`src/rtl/dtree_class_vote_if.sv`:
```
// Sample-in / result-out bus of the class vote accumulator.
// slave modport is the vote block; master modport is the tree side plus result consumer.
// Both directions use valid/ready; err_invalid is a free-running status pulse.
interface dtree_class_vote_if #(
  parameter int CLASS_W = 4,
  parameter int CNT_W   = 4
);
  logic               in_valid;
  logic               in_ready;
  logic [CLASS_W-1:0] in_class;
  logic               out_valid;
  logic               out_ready;
  logic [CLASS_W-1:0] out_class;
  logic [CNT_W-1:0]   out_votes;
  logic               out_tie;
  logic               err_invalid;

  modport slave (
    input  in_valid, in_class, out_ready,
    output in_ready, out_valid, out_class, out_votes, out_tie, err_invalid
  );

  modport master (
    output in_valid, in_class, out_ready,
    input  in_ready, out_valid, out_class, out_votes, out_tie, err_invalid
  );
endinterface

```
`src/rtl/dtree_class_vote.sv`:
```
// Windowed majority vote over per-sample decision-tree class codes.
// Result appears NUM_CLASSES+1 edges after the last sample of a window.
// in_ready drops for the whole scan and hold; result held until out_ready.
module dtree_class_vote #(
  parameter int CLASS_W     = 4,
  parameter int NUM_CLASSES = 10,
  parameter int WINDOW      = 8,
  parameter int CNT_W       = 4
) (
  input logic             clk,
  input logic             rst,
  dtree_class_vote_if.slave bus
);
  typedef enum logic [1:0] {ACCUM, SCAN, HOLD} state_t;

  localparam logic [CNT_W-1:0]   WIN_LAST = CNT_W'(WINDOW - 1);
  localparam logic [CLASS_W-1:0] IDX_LAST = CLASS_W'(NUM_CLASSES - 1);
  localparam logic [CLASS_W:0]   NUM_C    = (CLASS_W + 1)'(NUM_CLASSES);

  state_t             state_q, state_d;
  logic [CNT_W-1:0]   votes_q [NUM_CLASSES];
  logic [CNT_W-1:0]   votes_d [NUM_CLASSES];
  logic [CNT_W-1:0]   sample_cnt_q, sample_cnt_d;
  logic [CLASS_W-1:0] scan_idx_q, scan_idx_d;
  logic [CLASS_W-1:0] best_q, best_d;
  logic [CNT_W-1:0]   best_votes_q, best_votes_d;
  logic               tie_q, tie_d;
  logic               out_valid_q, out_valid_d;
  logic [CLASS_W-1:0] out_class_q, out_class_d;
  logic [CNT_W-1:0]   out_votes_q, out_votes_d;
  logic               out_tie_q, out_tie_d;
  logic               err_q, err_d;
  logic               class_ok;
  logic [CNT_W-1:0]   scan_v;

  // No skid buffer: samples are only taken while accumulating.
  assign bus.in_ready    = (state_q == ACCUM) & ~rst;
  assign bus.out_valid   = out_valid_q;
  assign bus.out_class   = out_class_q;
  assign bus.out_votes   = out_votes_q;
  assign bus.out_tie     = out_tie_q;
  assign bus.err_invalid = err_q;

  // Next-state: accumulate histogram, scan one class per cycle, hold result.
  always_comb begin
    state_d      = state_q;
    votes_d      = votes_q;
    sample_cnt_d = sample_cnt_q;
    scan_idx_d   = scan_idx_q;
    best_d       = best_q;
    best_votes_d = best_votes_q;
    tie_d        = tie_q;
    out_valid_d  = out_valid_q;
    out_class_d  = out_class_q;
    out_votes_d  = out_votes_q;
    out_tie_d    = out_tie_q;
    err_d        = 1'b0;
    class_ok     = ({1'b0, bus.in_class} < NUM_C);
    scan_v       = votes_q[scan_idx_q];

    case (state_q)
      ACCUM: begin
        if (bus.in_valid) begin
          sample_cnt_d = sample_cnt_q + 1'b1;
          if (class_ok) begin
            for (int i = 0; i < NUM_CLASSES; i++) begin
              if (bus.in_class == CLASS_W'(i)) votes_d[i] = votes_q[i] + 1'b1;
            end
          end else begin
            // Invalid codes still consume a window slot but cast no vote.
            err_d = 1'b1;
          end
          if (sample_cnt_q == WIN_LAST) begin
            state_d      = SCAN;
            scan_idx_d   = '0;
            best_d       = '0;
            best_votes_d = '0;
            tie_d        = 1'b0;
            sample_cnt_d = '0;
          end
        end
      end
      SCAN: begin
        // Strict '>' keeps the lowest index on equal counts.
        if (scan_v > best_votes_q) begin
          best_d       = scan_idx_q;
          best_votes_d = scan_v;
          tie_d        = 1'b0;
        end else if ((scan_v == best_votes_q) && (scan_v != '0)) begin
          tie_d = 1'b1;
        end
        if (scan_idx_q == IDX_LAST) begin
          state_d     = HOLD;
          out_valid_d = 1'b1;
          out_class_d = best_d;
          out_votes_d = best_votes_d;
          out_tie_d   = tie_d;
        end else begin
          scan_idx_d = scan_idx_q + 1'b1;
        end
      end
      HOLD: begin
        if (bus.out_ready) begin
          out_valid_d = 1'b0;
          for (int i = 0; i < NUM_CLASSES; i++) votes_d[i] = '0;
          state_d = ACCUM;
        end
      end
      default: state_d = ACCUM;
    endcase
  end

  // State registers with synchronous reset discarding any partial window or held result.
  always_ff @(posedge clk) begin
    if (rst) begin
      state_q      <= ACCUM;
      for (int i = 0; i < NUM_CLASSES; i++) votes_q[i] <= '0;
      sample_cnt_q <= '0;
      scan_idx_q   <= '0;
      best_q       <= '0;
      best_votes_q <= '0;
      tie_q        <= 1'b0;
      out_valid_q  <= 1'b0;
      out_class_q  <= '0;
      out_votes_q  <= '0;
      out_tie_q    <= 1'b0;
      err_q        <= 1'b0;
    end else begin
      state_q      <= state_d;
      votes_q      <= votes_d;
      sample_cnt_q <= sample_cnt_d;
      scan_idx_q   <= scan_idx_d;
      best_q       <= best_d;
      best_votes_q <= best_votes_d;
      tie_q        <= tie_d;
      out_valid_q  <= out_valid_d;
      out_class_q  <= out_class_d;
      out_votes_q  <= out_votes_d;
      out_tie_q    <= out_tie_d;
      err_q        <= err_d;
    end
  end
endmodule

```
`src/flat_wrapper.sv`:
```
// flat-port wrapper written by rule: the top's interface ports become plain ports
module dtree_class_vote_flat 
#(
  parameter int CLASS_W     = 4,
  parameter int NUM_CLASSES = 10,
  parameter int WINDOW      = 8,
  parameter int CNT_W       = 4
)
  (clk, rst, bus_in_valid, bus_in_class, bus_out_ready, bus_in_ready, bus_out_valid, bus_out_class, bus_out_votes, bus_out_tie, bus_err_invalid);
  dtree_class_vote_if #(.CLASS_W(CLASS_W), .CNT_W(CNT_W)) bus_i ();
  input logic clk;
  input logic rst;
  input wire logic [$bits(bus_i.in_valid)-1:0] bus_in_valid;
  input wire logic [$bits(bus_i.in_class)-1:0] bus_in_class;
  input wire logic [$bits(bus_i.out_ready)-1:0] bus_out_ready;
  output wire logic [$bits(bus_i.in_ready)-1:0] bus_in_ready;
  output wire logic [$bits(bus_i.out_valid)-1:0] bus_out_valid;
  output wire logic [$bits(bus_i.out_class)-1:0] bus_out_class;
  output wire logic [$bits(bus_i.out_votes)-1:0] bus_out_votes;
  output wire logic [$bits(bus_i.out_tie)-1:0] bus_out_tie;
  output wire logic [$bits(bus_i.err_invalid)-1:0] bus_err_invalid;
  assign bus_i.in_valid = bus_in_valid;
  assign bus_i.in_class = bus_in_class;
  assign bus_i.out_ready = bus_out_ready;
  assign bus_in_ready = bus_i.in_ready;
  assign bus_out_valid = bus_i.out_valid;
  assign bus_out_class = bus_i.out_class;
  assign bus_out_votes = bus_i.out_votes;
  assign bus_out_tie = bus_i.out_tie;
  assign bus_err_invalid = bus_i.err_invalid;
  dtree_class_vote #(.CLASS_W(CLASS_W), .NUM_CLASSES(NUM_CLASSES), .WINDOW(WINDOW), .CNT_W(CNT_W)) u_core (.clk(clk), .rst(rst), .bus(bus_i));
endmodule
```
`config.mk`:
```
export PLATFORM = sky130hd
export DESIGN_NAME = dtree_class_vote_flat
export DESIGN_NICKNAME = d
export VERILOG_FILES = /design/src/rtl/dtree_class_vote_if.sv /design/src/rtl/dtree_class_vote.sv /design/src/flat_wrapper.sv
export SDC_FILE = /design/constraint.sdc
export NUM_CORES = 1
export LEC_CHECK = 0
export BUFFER_PORTS_ARGS = -buffer_cell sky130_fd_sc_hd__buf_2
export CAP_MARGIN = 10
export CORE_UTILIZATION = 29
export CTS_CLUSTER_SIZE = 12
export DETAILED_ROUTE_END_ITERATION = 10
export GPL_TIMING_DRIVEN = 0
export HOLD_SLACK_MARGIN = 0.15
export PLACE_DENSITY = 0.45
export SLEW_MARGIN = 20
export SYNTH_ARGS = -nofsm -noshare
export SYNTH_HDL_FRONTEND = slang
export SYNTH_SLANG_ARGS = --single-unit
```
`constraint.sdc`:
```
create_clock -name clk -period 3.5 [get_ports clk]
set_clock_uncertainty 0.2 [all_clocks]
set_input_delay 0.525 -clock clk [delete_from_list [all_inputs] [get_ports clk]]
set_output_delay 0.525 -clock clk [all_outputs]
set_load 0.01 [all_outputs]
```
==> key figures, run 1 <==
Outcome
  – Outcome: completed

Placement
  – DP HPWL: just under 7 mm
  – Routability cong.: 0.782
  – Port bufs: 19

Timing
  – Hold slack: about 270 ps
  – Fmax: 298 MHz
  – Final Max Slew Viols: 0
  – Final setup vio count: 0
  – Tmin final: approximately 3400 ps
  – Worst Max-Slew Pin Slew: around 720 ps
  – Final Cycle Share: a little over nine tenths
  – Unrepaired setup endpoints after global routing: false
  – Final Hold Vio Count: 0
  – Max_slew headroom: ~52%

Worst setup path
  – Critical path peak fanout: 5
  – Crit start category: flop
  – Setup CP Type: flop to flop
  – Worst Setup End Kind: flop
  – CP required: 3490 ps
  – Crit path DAT: ~3300 ps
  – Worst Setup SP: u_core.scan_idx_q[0]$_SDFFE_PP0P_
  – FF-to-FF Start: u_core.scan_idx_q[0]$_SDFFE_PP0P_

Final layout
  – Area grow syn2layout: 21.7%
  – Fillers: approximately 1300
  – Layout cell share with drive strength beyond 1: between 15 and 20%
  – # diodes: 0
  – Nets: approximately 480

Floorplanning
  – Initial core utilization: between 20 and 30%
  – # IOs: 20
  – Die height: 114 µm
  – Core area: ~12000 µm²
  – DIE WIDTH: 114 µm
  – Die area: 13000 µm²
  – Std cell rows: 40

Logic synthesis
  – Yosys top cell area share: about two fifths
  – Syn Nets: roughly 440
  – Library cells used by synthesis: 40
  – Synth Cell Area: 3650 µm²
  – Post-synth top cells: 70 x dfxtp_1, 65 x nor2_1, 29 x a21oi_1, 24 x xor2_1, 22 x nand3_1
  – Async SR Flop Fraction: 0%
  – Number of synthesized flops with an enable pin: 0
  – Post-synthesis register bit count: 70
  – Count leader, synth: dfxtp_1
  – Synth area leaders: dfxtp_1 38%, nor2_1 6.7%, ha_1 5.8%
  – Post-Synthesis Mean Instance Area: 8.86 µm²
  – Mapped Cells: slightly above 400
  – Ys flop type: dfxtp_1
  – Yosys Warn Count: 0
  – Leading area contributor after synthesis: dfxtp_1
  – Register area share after synthesis: about two fifths

Clocking
  – CTS tree: built
  – Clk_lat worst skew: approximately 330 ps
  – Clock root buffer: clkbuf_16
  – Total CTS buffers: 9
  – Hold-fix buffers, CTS: 0
  – CTS Buffer Depth: 2
  – Clock transition at path regs: about 60 ps
  – Clock sink count: 70
  – H-tree levels: 3

Route
  – DR pass1 iterations: 4
  – Antenna viol nets, final: 0
  – Routed wire length: approximately 9.6 mm
  – DRC Markers: 0
  – Initial drt markers: 100
  – Routed vias: around 3000
  – Vias per cell: around 4.8
  – Wire per inst: 15.3 µm

Hold path
  – Hold WC Path Type: flop to flop
  – Hold Crit Start: u_core.bus.out_valid$_SDFFE_PP0P_

Power
  – Peak supply drop: around 0.00025 V
  – Total power: roughly 1.9 mW
  – Pwr dens: ~440 nW/µm²
  – Leakage power figure: 1.69 nW

Global route
  – First-pass GRT wire length: 15.2 mm
  – Vias in the first global route: about 2800
  – Total global-route track usage: between 10% and 20%
  – Initial antenna violation count: 0
  – GRT overflow: 0
  – Largest net degree at the start of global routing: 13

Job
  – MaxCap Viol Count: 0
placed cells by master (no fill, tap or decap), types with 3 or more instances in the layout:
cell / synthesis / routed
buf_4: 0 / 11
buf_2: 8 / 27
nor3_1: 5 / 5
nand3_1: 22 / 22
ha_1: 17 / 17
nor2_1: 65 / 65
clkbuf_1: 13 / 12
o2111ai_1: 3 / 3
xnor2_1: 4 / 4
a22oi_2: 3 / 3
mux4_2: 3 / 3
nand2b_1: 11 / 11
mux2i_1: 19 / 18
nor3_2: 10 / 10
a211oi_1: 4 / 4
or3_1: 4 / 4
dfxtp_1: 70 / 69
a21oi_1: 29 / 27
nand2_1: 20 / 20
inv_1: 8 / 8
clkbuf_16: 0 / 9
xor2_1: 24 / 24
a31oi_1: 12 / 12
mux2_2: 4 / 4
bufinv_16: 0 / 3
nand4_1: 13 / 13
nor2b_1: 12 / 12
critical path, cell delays in order, from the launching register on:
cell and delay [ps]:
dfxtp_4 370, buf_12 110, mux4_2 510, a2bb2oi_2 150, a22oi_2 230, inv_1 100, ha_1 320, nor2b_1 140
o21a_1 170, o21a_2 240, o21ai_4 170, buf_6 170, mux2i_4 230, a211oi_1 90
sequential cells by signal, indices dropped and copies added, names as in the netlist:
signal and count:
u_core.best_q 4, u_core.best_votes_q 4, u_core.bus.err_invalid 1, u_core.bus.out_class 4, u_core.bus.out_tie 1, u_core.bus.out_valid 1, u_core.bus.out_votes 4, u_core.sample_cnt_q 4
u_core.scan_idx_q 4, u_core.state_q 2, u_core.tie_q 1, u_core.votes_q 40
cell families after synthesis:
kind of cell             count (synthesis)  share of synthesized area [%]
AND/OR/NAND/NOR                        172                           24.0
buffers and inverters                   31                           3.88
AO/OA/AOI/OAI                           67                           12.1
adder cells (fa/ha/maj)                 17                           5.83
XOR/XNOR                                28                           6.72
flip-flops                              70                           38.4
multiplexers                            27                           9.02
area by class of cell:
cell class	count	area, µm²	area share [%]
buffer	23	130	2.93
clock buffer	10	239	5.38
clock inverter	6	109	2.45
inverter	8	30.0	0.676
multi-input combinational	311	2140	48.1
sequential	70	1410	31.6
tap	168	210	4.73
timing repair buffer	31	180	4.06
layer usage:
layer  GRT usage [%]  vias to the layer above  part of all wire, %  routed length, µm
li1                -                     1529                    -                  -
met1            21.5                     1394                   51               4930
met2            23.7                       52                   43               4090
met3            3.07                       13                  3.9                373
met4            5.28                        0                  2.0                190
met5               0                        -                    0                  0
through the flow:
| step | utilization (%) | setup slack, ps | setup TNS, ps | std cells | cell area (µm²) |
|---|---|---|---|---|---|
| after floorplan | - | 250 | 0 | 412 | 3650 |
| final | 36.5 | 144 | 0 | 627 | 4440 |
| after global placement | 32.5 | -349 | -3820 | 599 | 3950 |
| after CTS | 35.7 | 14.5 | 0 | 618 | 4350 |
| after global routing | 36.5 | 46.4 | 0 | 627 | 4440 |
| after detailed placement | 32.5 | -356 | -4090 | 599 | 3950 |
final timing paths:
check / endpoint / slack (ps) / cells after the start
max: u_core.bus.out_class[1]$_SDFFE_PP0P_ / 140 / 13
min: u_core.bus.out_valid$_SDFFE_PP0P_ / 270 / 2
max reg2reg: u_core.bus.out_class[1]$_SDFFE_PP0P_ / 140 / 13
min reg2reg: u_core.bus.out_valid$_SDFFE_PP0P_ / 270 / 2
timing repair:
action,4_1_cts,5_1_grt
cloned,0,2
gates resized for setup,8,9
endpoints found under the setup margin,18,15
pin swaps,3,3
setup buffers,3,7
power breakdown:
part           switching, mW  leakage (nW)  internal, mW
combinational         0.0432         0.948        0.0194
clock                  0.351         0.172         0.714
sequential           0.00478         0.565         0.801
total                  0.399          1.69          1.53
Power figures use the tool's default switching activity.
==> inputs of run 2 (changes only) <==
CTS_BUF_LIST = sky130_fd_sc_hd__clkbuf_16   (was not set)
TNS_END_PERCENT = 100   (was not set)
==> key figures, run 2 (synthesis gave the netlist of run 1 again) <==
Final layout
  – Layout cell share with drive strength beyond 1: 19.2% (was 19.4%)
  – Most common cell after layout, fill and taps aside: dfxtp_1 (unchanged)
  – Final non-filler cell total: 627 (unchanged)
  – Final core occ: 36.4% (was 36.5%)
  – Reg with most FFs: u_core.votes_q (unchanged)
  – Register area: 1410 µm² (unchanged)
  – # diodes: 0 (unchanged)
  – Commonest non-fill, non-tap cells in the layout: 69 x dfxtp_1, 65 x nor2_1, 27 x buf_2, 27 x a21oi_1, 24 x xor2_1 (unchanged)
  – Post-Layout Inst Area: 4430 µm² (was 4440 µm²)
  – Area grow syn2layout: 21.5% (was 21.7%)
  – Max reg flops: 40 (unchanged)
  – Area of the multi-input gates: 2140 µm² (unchanged)
  – Fillers: 1254 (was 1256)
  – Nets: 479 (unchanged)

Worst setup path
  – Crit path DAT: 3340 ps (about the same)
  – Worst path top cell family by delay: compound AO/OA/AOI/OAI gates (unchanged)
  – Capture point of the critical path: u_core.bus.out_class[1]$_SDFFE_PP0P_ (unchanged)
  – FF-to-FF Start: u_core.scan_idx_q[0]$_SDFFE_PP0P_ (unchanged)
  – Worst path depth: 13 (unchanged)
  – Worst R2R Path Depth: 13 (unchanged)
  – Critical path peak fanout: 5 (unchanged)
  – Reg2reg setup slack: 140 ps (about the same)
  – Largest stage delay, worst path: 510 ps (about the same)
  – Slowest-stage cell, CP: mux4_2 (unchanged)
  – Worst Setup End Kind: flop (unchanged)
  – CP required: 3490 ps (about the same)
  – Crit start category: flop (unchanged)
  – Reg2Reg Capture Point: u_core.bus.out_class[1]$_SDFFE_PP0P_ (unchanged)
  – Setup CP Type: flop to flop (unchanged)
  – Critical-path cell list: buf_12 > mux4_2 > a2bb2oi_2 > a22oi_2 > inv_1 > ha_1 > nor2b_1 > o21a_1 > o21a_2 > o21ai_4 > buf_6 > mux2i_4 > a211oi_1 (unchanged)
  – Critical path buffers and inverters: 3 (unchanged)
  – Worst Setup SP: u_core.scan_idx_q[0]$_SDFFE_PP0P_ (unchanged)

Floorplanning
  – Die area: 13000 µm² (unchanged)
  – Std cell rows: 40 (unchanged)
  – Die height: 114 µm (unchanged)
  – Core area: 12200 µm² (unchanged)
  – Initial core utilization: 30.0% (unchanged)
  – DIE WIDTH: 114 µm (unchanged)
  – # IOs: 20 (unchanged)

Route
  – Routed wire length: 9.58 mm (about the same)
  – Antenna viol nets, final: 0 (unchanged)
  – Wire per inst: 15.3 µm (about the same)
  – Routed vias: 2982 (was 2988)
  – Initial drt markers: 100 (unchanged)
  – Vias per cell: 4.76 (was 4.77)
  – DR pass1 iterations: 4 (unchanged)
  – DRC Markers: 0 (unchanged)

Timing
  – Final Hold Vio Count: 0 (unchanged)
  – Final Max Slew Viols: 0 (unchanged)
  – Worst Max-Slew Pin Slew: 720 ps (about the same)
  – Final Cycle Share: 95.9% (about the same)
  – Final WS setup: 144 ps (about the same)
  – Tmin final: 3360 ps (about the same)
  – Unrepaired setup endpoints after global routing: false (unchanged)
  – Max_slew headroom: 52.0% (about the same)
  – Fmax: 298 MHz (about the same)
  – Final setup vio count: 0 (unchanged)

Power
  – Total power: 1.91 mW (was 1.93 mW)
  – Pwr dens: 431 nW/µm² (was 435 nW/µm²)
  – Peak supply drop: 0.000242 V (was 0.000245 V)
  – Leakage power figure: 1.68 nW (was 1.69 nW)

Job
  – MaxCap Viol Count: 0 (unchanged)

Placement
  – Placed Area: 3950 µm² (unchanged)
  – DP HPWL: 6.81 mm (unchanged)
  – Placement Setup Slack: -356 ps (unchanged)
  – Placed Instances: 599 (unchanged)
  – Routability cong.: 0.782 (unchanged)
  – Port bufs: 19 (unchanged)

Global route
  – Total global-route track usage: 15.4% (unchanged)
  – GRT overflow: 0 (unchanged)
  – Largest net degree at the start of global routing: 13 (unchanged)
  – First-pass GRT wire length: 15.2 mm (unchanged)
  – Initial antenna violation count: 0 (unchanged)
  – Vias in the first global route: 2810 (unchanged)

Clocking
  – Clk_lat worst skew: 330 ps (about the same)
  – Clock root buffer: clkbuf_16 (unchanged)
  – H-tree levels: 3 (unchanged)
  – Clock sink count: 70 (unchanged)
  – Total CTS buffers: 9 (unchanged)
  – CTS Buffer Depth: 2 (unchanged)
  – Clock transition at path regs: 60 ps (about the same)
  – CTS tree: built (unchanged)

Hold path
  – Hold WC Path Type: flop to flop (unchanged)

Outcome
  – Outcome: completed (unchanged)
==> run 2: how the worst min path moves through the flow <==
| stage | startpoint | end | slack, ps | depth (start not counted) |
|---|---|---|---|---|
| 6_report | u_core.bus.out_valid$_SDFFE_PP0P_ | u_core.bus.out_valid$_SDFFE_PP0P_ | 270 | 2 |
| 5_1_grt | u_core.bus.out_votes[0]$_SDFFE_PP0P_ | u_core.bus.out_votes[0]$_SDFFE_PP0P_ | 300 | 2 |
| 4_1_cts | u_core.bus.out_votes[2]$_SDFFE_PP0P_ | u_core.bus.out_votes[2]$_SDFFE_PP0P_ | 270 | 2 |
| 3_5_place_dp | u_core.best_q[1]$_SDFFE_PP0P_ | u_core.best_q[1]$_SDFFE_PP0P_ | 260 | 2 |
| 3_3_place_gp | u_core.best_q[1]$_SDFFE_PP0P_ | u_core.best_q[1]$_SDFFE_PP0P_ | 260 | 2 |
| 2_1_floorplan | u_core.tie_q$_SDFFE_PP0P_ | u_core.tie_q$_SDFFE_PP0P_ | 240 | 2 |
==> run 2: metrics by stage <==
stage,hold WS [ps],setup TNS [ps]
finish,271,0
global route,295,0
CTS,272,0
detailed placement,258,-4090
global placement,256,-3820
floorplan,237,0
==> run 2: timing repair <==
action,in CTS,in global routing
pin swaps,3,3
gates resized for setup,8,9
endpoints found under the setup margin,18,15
setup buffers,3,7
hold buffers,0,0
endpoints found under the hold margin,0,0
cloned,0,2
==> run 2: worst min-delay path, delay by kind of cell (launching register included) <==
kind	cells	cell delay [ps]
AOI/OAI and AO/OA	1	70
DFF	1	300
buffers and inverters	1	40
==> run 2: power by group <==
group          total [mW]  leakage, nW  internal [mW]  switching (mW)
Clock                1.04        0.167          0.692           0.351
Combinational      0.0626        0.948         0.0194          0.0431
Sequential          0.806        0.565          0.801         0.00478
Total                1.91         1.68           1.51           0.399
==> run 2: area by class of cell <==
type	count	area share (%)
Tap cell	168	4.74
Timing Repair Buffer	31	4.07
Buffer	23	2.94
Sequential cell	70	31.7
Inverter	8	0.678
Multi-Input combinational cell	311	48.2
Clock inverter	7	2.54
Clock buffer	9	5.08
==> run 2: metal layers <==
metal	global-route usage [%]	up-vias	part of all wire (%)
met5	0	-	0
met4	5.28	0	2.0
met3	3.07	13	3.9
met2	23.7	52	42
met1	21.5	1388	52
li1	-	1529	-
==> inputs of run 3 (changes only) <==
clock period = 3.54 ns   (was 3.5 ns; I/O delays follow)
==> key figures, run 3 (synthesis gave the netlist of run 1 again) <==
Global route
  – Largest net degree at the start of global routing: 13 (unchanged)
  – Vias in the first global route: 2794 (was 2810)
  – First-pass GRT wire length: 15.2 mm (about the same)
  – Initial antenna violation count: 0 (unchanged)
  – Total global-route track usage: 15.4% (about the same)
  – GRT overflow: 0 (unchanged)

Timing
  – Worst Max-Slew Pin Slew: 720 ps (about the same)
  – Max_slew headroom: 52.0% (about the same)
  – Hold slack: 271 ps (about the same)
  – Unrepaired setup endpoints after global routing: false (unchanged)
  – Tmin final: 3440 ps (was 3360 ps)
  – Fmax: 291 MHz (was 298 MHz)
  – Final Max Slew Viols: 0 (unchanged)
  – Final Cycle Share: 97.1% (was 95.9%)
  – Final setup vio count: 0 (unchanged)
  – Final Hold Vio Count: 0 (unchanged)

Worst setup path
  – Worst Setup End Kind: flop (unchanged)
  – Critical path buffers and inverters: 3 (unchanged)
  – Largest stage delay, worst path: 530 ps (was 510 ps)
  – FF-to-FF Start: u_core.scan_idx_q[0]$_SDFFE_PP0P_ (unchanged)
  – CP required: 3530 ps (was 3490 ps)
  – Setup CP Type: flop to flop (unchanged)
  – Crit start category: flop (unchanged)
  – Critical path peak fanout: 10 (was 5)
  – Reg2Reg Capture Point: u_core.bus.out_class[1]$_SDFFE_PP0P_ (unchanged)
  – Worst R2R Path Depth: 13 (unchanged)
  – Critical-path cell list: buf_12 > mux4_2 > a2bb2oi_2 > a22oi_2 > inv_1 > ha_1 > nor2b_1 > o21a_1 > o21a_2 > o21ai_4 > buf_6 > mux2i_4 > a211oi_1 (unchanged)
  – Reg2reg setup slack: 100 ps (was 140 ps)
  – Crit path DAT: 3420 ps (was 3340 ps)
  – Worst path top cell family by delay: compound AO/OA/AOI/OAI gates (unchanged)
  – Slowest-stage cell, CP: mux4_2 (unchanged)

Floorplanning
  – DIE WIDTH: 114 µm (unchanged)
  – Die area: 13000 µm² (unchanged)
  – Core area: 12200 µm² (unchanged)
  – Die height: 114 µm (unchanged)
  – Std cell rows: 40 (unchanged)
  – # IOs: 20 (unchanged)
  – Initial core utilization: 30.0% (unchanged)

Hold path
  – Hold WC Path Type: flop to flop (unchanged)
  – Hold Crit Start: u_core.bus.out_valid$_SDFFE_PP0P_ (unchanged)
  – WHS Path Cells: 2 (unchanged)
  – Worst hold endpoint: u_core.bus.out_valid$_SDFFE_PP0P_ (unchanged)

Route
  – Antenna viol nets, final: 0 (unchanged)
  – Met2 WL: 4.09 mm (was 4.07 mm)
  – Wire per inst: 15.4 µm (was 15.3 µm)
  – DR pass1 iterations: 4 (unchanged)
  – Routed vias: 2955 (was 2982)
  – Vias per cell: 4.77 (was 4.76)
  – Initial drt markers: 81 (was 100)
  – Routed wire length: 9.53 mm (was 9.58 mm)
  – DRC Markers: 0 (unchanged)
  – Met1 WL: 4.96 mm (was 4.94 mm)
  – Met3 Routed Length: 315 µm (was 372 µm)
  – DR top layer: met4 (unchanged)

Placement
  – Placed Area: 3950 µm² (unchanged)
  – DP HPWL: 6.81 mm (unchanged)
  – Routability cong.: 0.782 (unchanged)
  – Port bufs: 19 (unchanged)
  – Placed Instances: 599 (unchanged)

Job
  – MaxCap Viol Count: 0 (unchanged)

Final layout
  – Commonest non-fill, non-tap cells in the layout: 69 x dfxtp_1, 65 x nor2_1, 27 x buf_2, 27 x a21oi_1, 24 x xor2_1 (unchanged)
  – Fillers: 1260 (was 1254)
  – Area of the multi-input gates: 2140 µm² (unchanged)
  – Most common cell after layout, fill and taps aside: dfxtp_1 (unchanged)
  – Layout cell share with drive strength beyond 1: 17.9% (was 19.2%)
  – Nets: 472 (was 479)
  – Reg with most FFs: u_core.votes_q (unchanged)
  – Post-Layout Inst Area: 4380 µm² (was 4430 µm²)
  – Max reg flops: 40 (unchanged)
  – Register area: 1410 µm² (unchanged)
  – # diodes: 0 (unchanged)
  – Final non-filler cell total: 620 (was 627)
  – Area grow syn2layout: 20.0% (was 21.5%)
  – Final core occ: 36.0% (was 36.4%)

Power
  – Leakage power figure: 1.64 nW (was 1.68 nW)
  – Peak supply drop: 0.000238 V (was 0.000242 V)
  – Pwr dens: 431 nW/µm² (about the same)
  – Total power: 1.89 mW (was 1.91 mW)

Clocking
  – CTS Buffer Depth: 2 (unchanged)
  – Clock transition at path regs: 60 ps (about the same)
  – Clock root buffer: clkbuf_16 (unchanged)
  – Clk_lat worst skew: 330 ps (about the same)
  – H-tree levels: 3 (unchanged)
  – Clock sink count: 70 (unchanged)
  – CTS tree: built (unchanged)
  – Total CTS buffers: 9 (unchanged)

Outcome
  – Outcome: completed (unchanged)
-- run 3: final cells by class --
cell class              instances  share of cell area (%)
clock buffers                   9                    5.14
flip-flops and latches         70                    32.1
plain buffers                  23                    2.97
multi-input cells             311                    48.8
repair buffers                 24                    2.91
well taps                     168                    4.80
inverters                       8                   0.686
clock inverters                 7                    2.57
-- run 3: worst reg2reg max path: cells and delay by family (launching register included) --
family          cells  cell delay, ps
compound gates      6            1050
fa+ha+maj           1             320
buf+inv             3             430
flops               1             400
mux                 2             770
simple gates        1             140
-- run 3: metal layers --
| layer | global-route usage, % | vias to the layer above |
|---|---|---|
| li1 | - | 1516 |
| met1 | 21.5 | 1377 |
| met2 | 23.7 | 51 |
| met3 | 3.07 | 11 |
| met4 | 4.94 | 0 |
| met5 | 0 | - |
-- run 3: how the worst max path moves through the flow --
stage / from / end / slack [ps] / cells past startpoint
final: u_core.scan_idx_q[0]$_SDFFE_PP0P_ / u_core.bus.out_class[1]$_SDFFE_PP0P_ / 100 / 13
after global routing: u_core.scan_idx_q[0]$_SDFFE_PP0P_ / u_core.best_votes_q[3]$_SDFFE_PP0P_ / 4 / 13
after CTS: u_core.scan_idx_q[0]$_SDFFE_PP0P_ / u_core.bus.out_class[1]$_SDFFE_PP0P_ / 6 / 13
after detailed placement: u_core.scan_idx_q[0]$_SDFFE_PP0P_ / u_core.bus.out_class[1]$_SDFFE_PP0P_ / -320 / 13
after global placement: u_core.scan_idx_q[0]$_SDFFE_PP0P_ / u_core.bus.out_class[1]$_SDFFE_PP0P_ / -310 / 13
after floorplan: u_core.scan_idx_q[0]$_SDFFE_PP0P_ / u_core.bus.out_class[2]$_SDFFE_PP0P_ / 290 / 13
-- run 3: where the power goes --
part | leakage, nW | internal (mW) | switching [mW]
combinational | 0.911 | 0.0192 | 0.0425
sequential | 0.565 | 0.792 | 0.00474
clock | 0.167 | 0.684 | 0.346
total | 1.64 | 1.50 | 0.393
-- run 3: timing repair --
item,CTS,global route
cloned,0,2
endpoints found under the setup margin,18,17
hold buffers,0,0
buffers inserted,2,1
resized for setup,7,11
pin swaps,2,3
-- run 3: per-stage QoR --
step | TNS, ps | setup slack (ps)
after floorplan | 0 | 290
after CTS | 0 | 5.72
after detailed placement | -3370 | -316
after global placement | -3100 | -309
after global routing | 0 | 4.01
final | 0 | 104
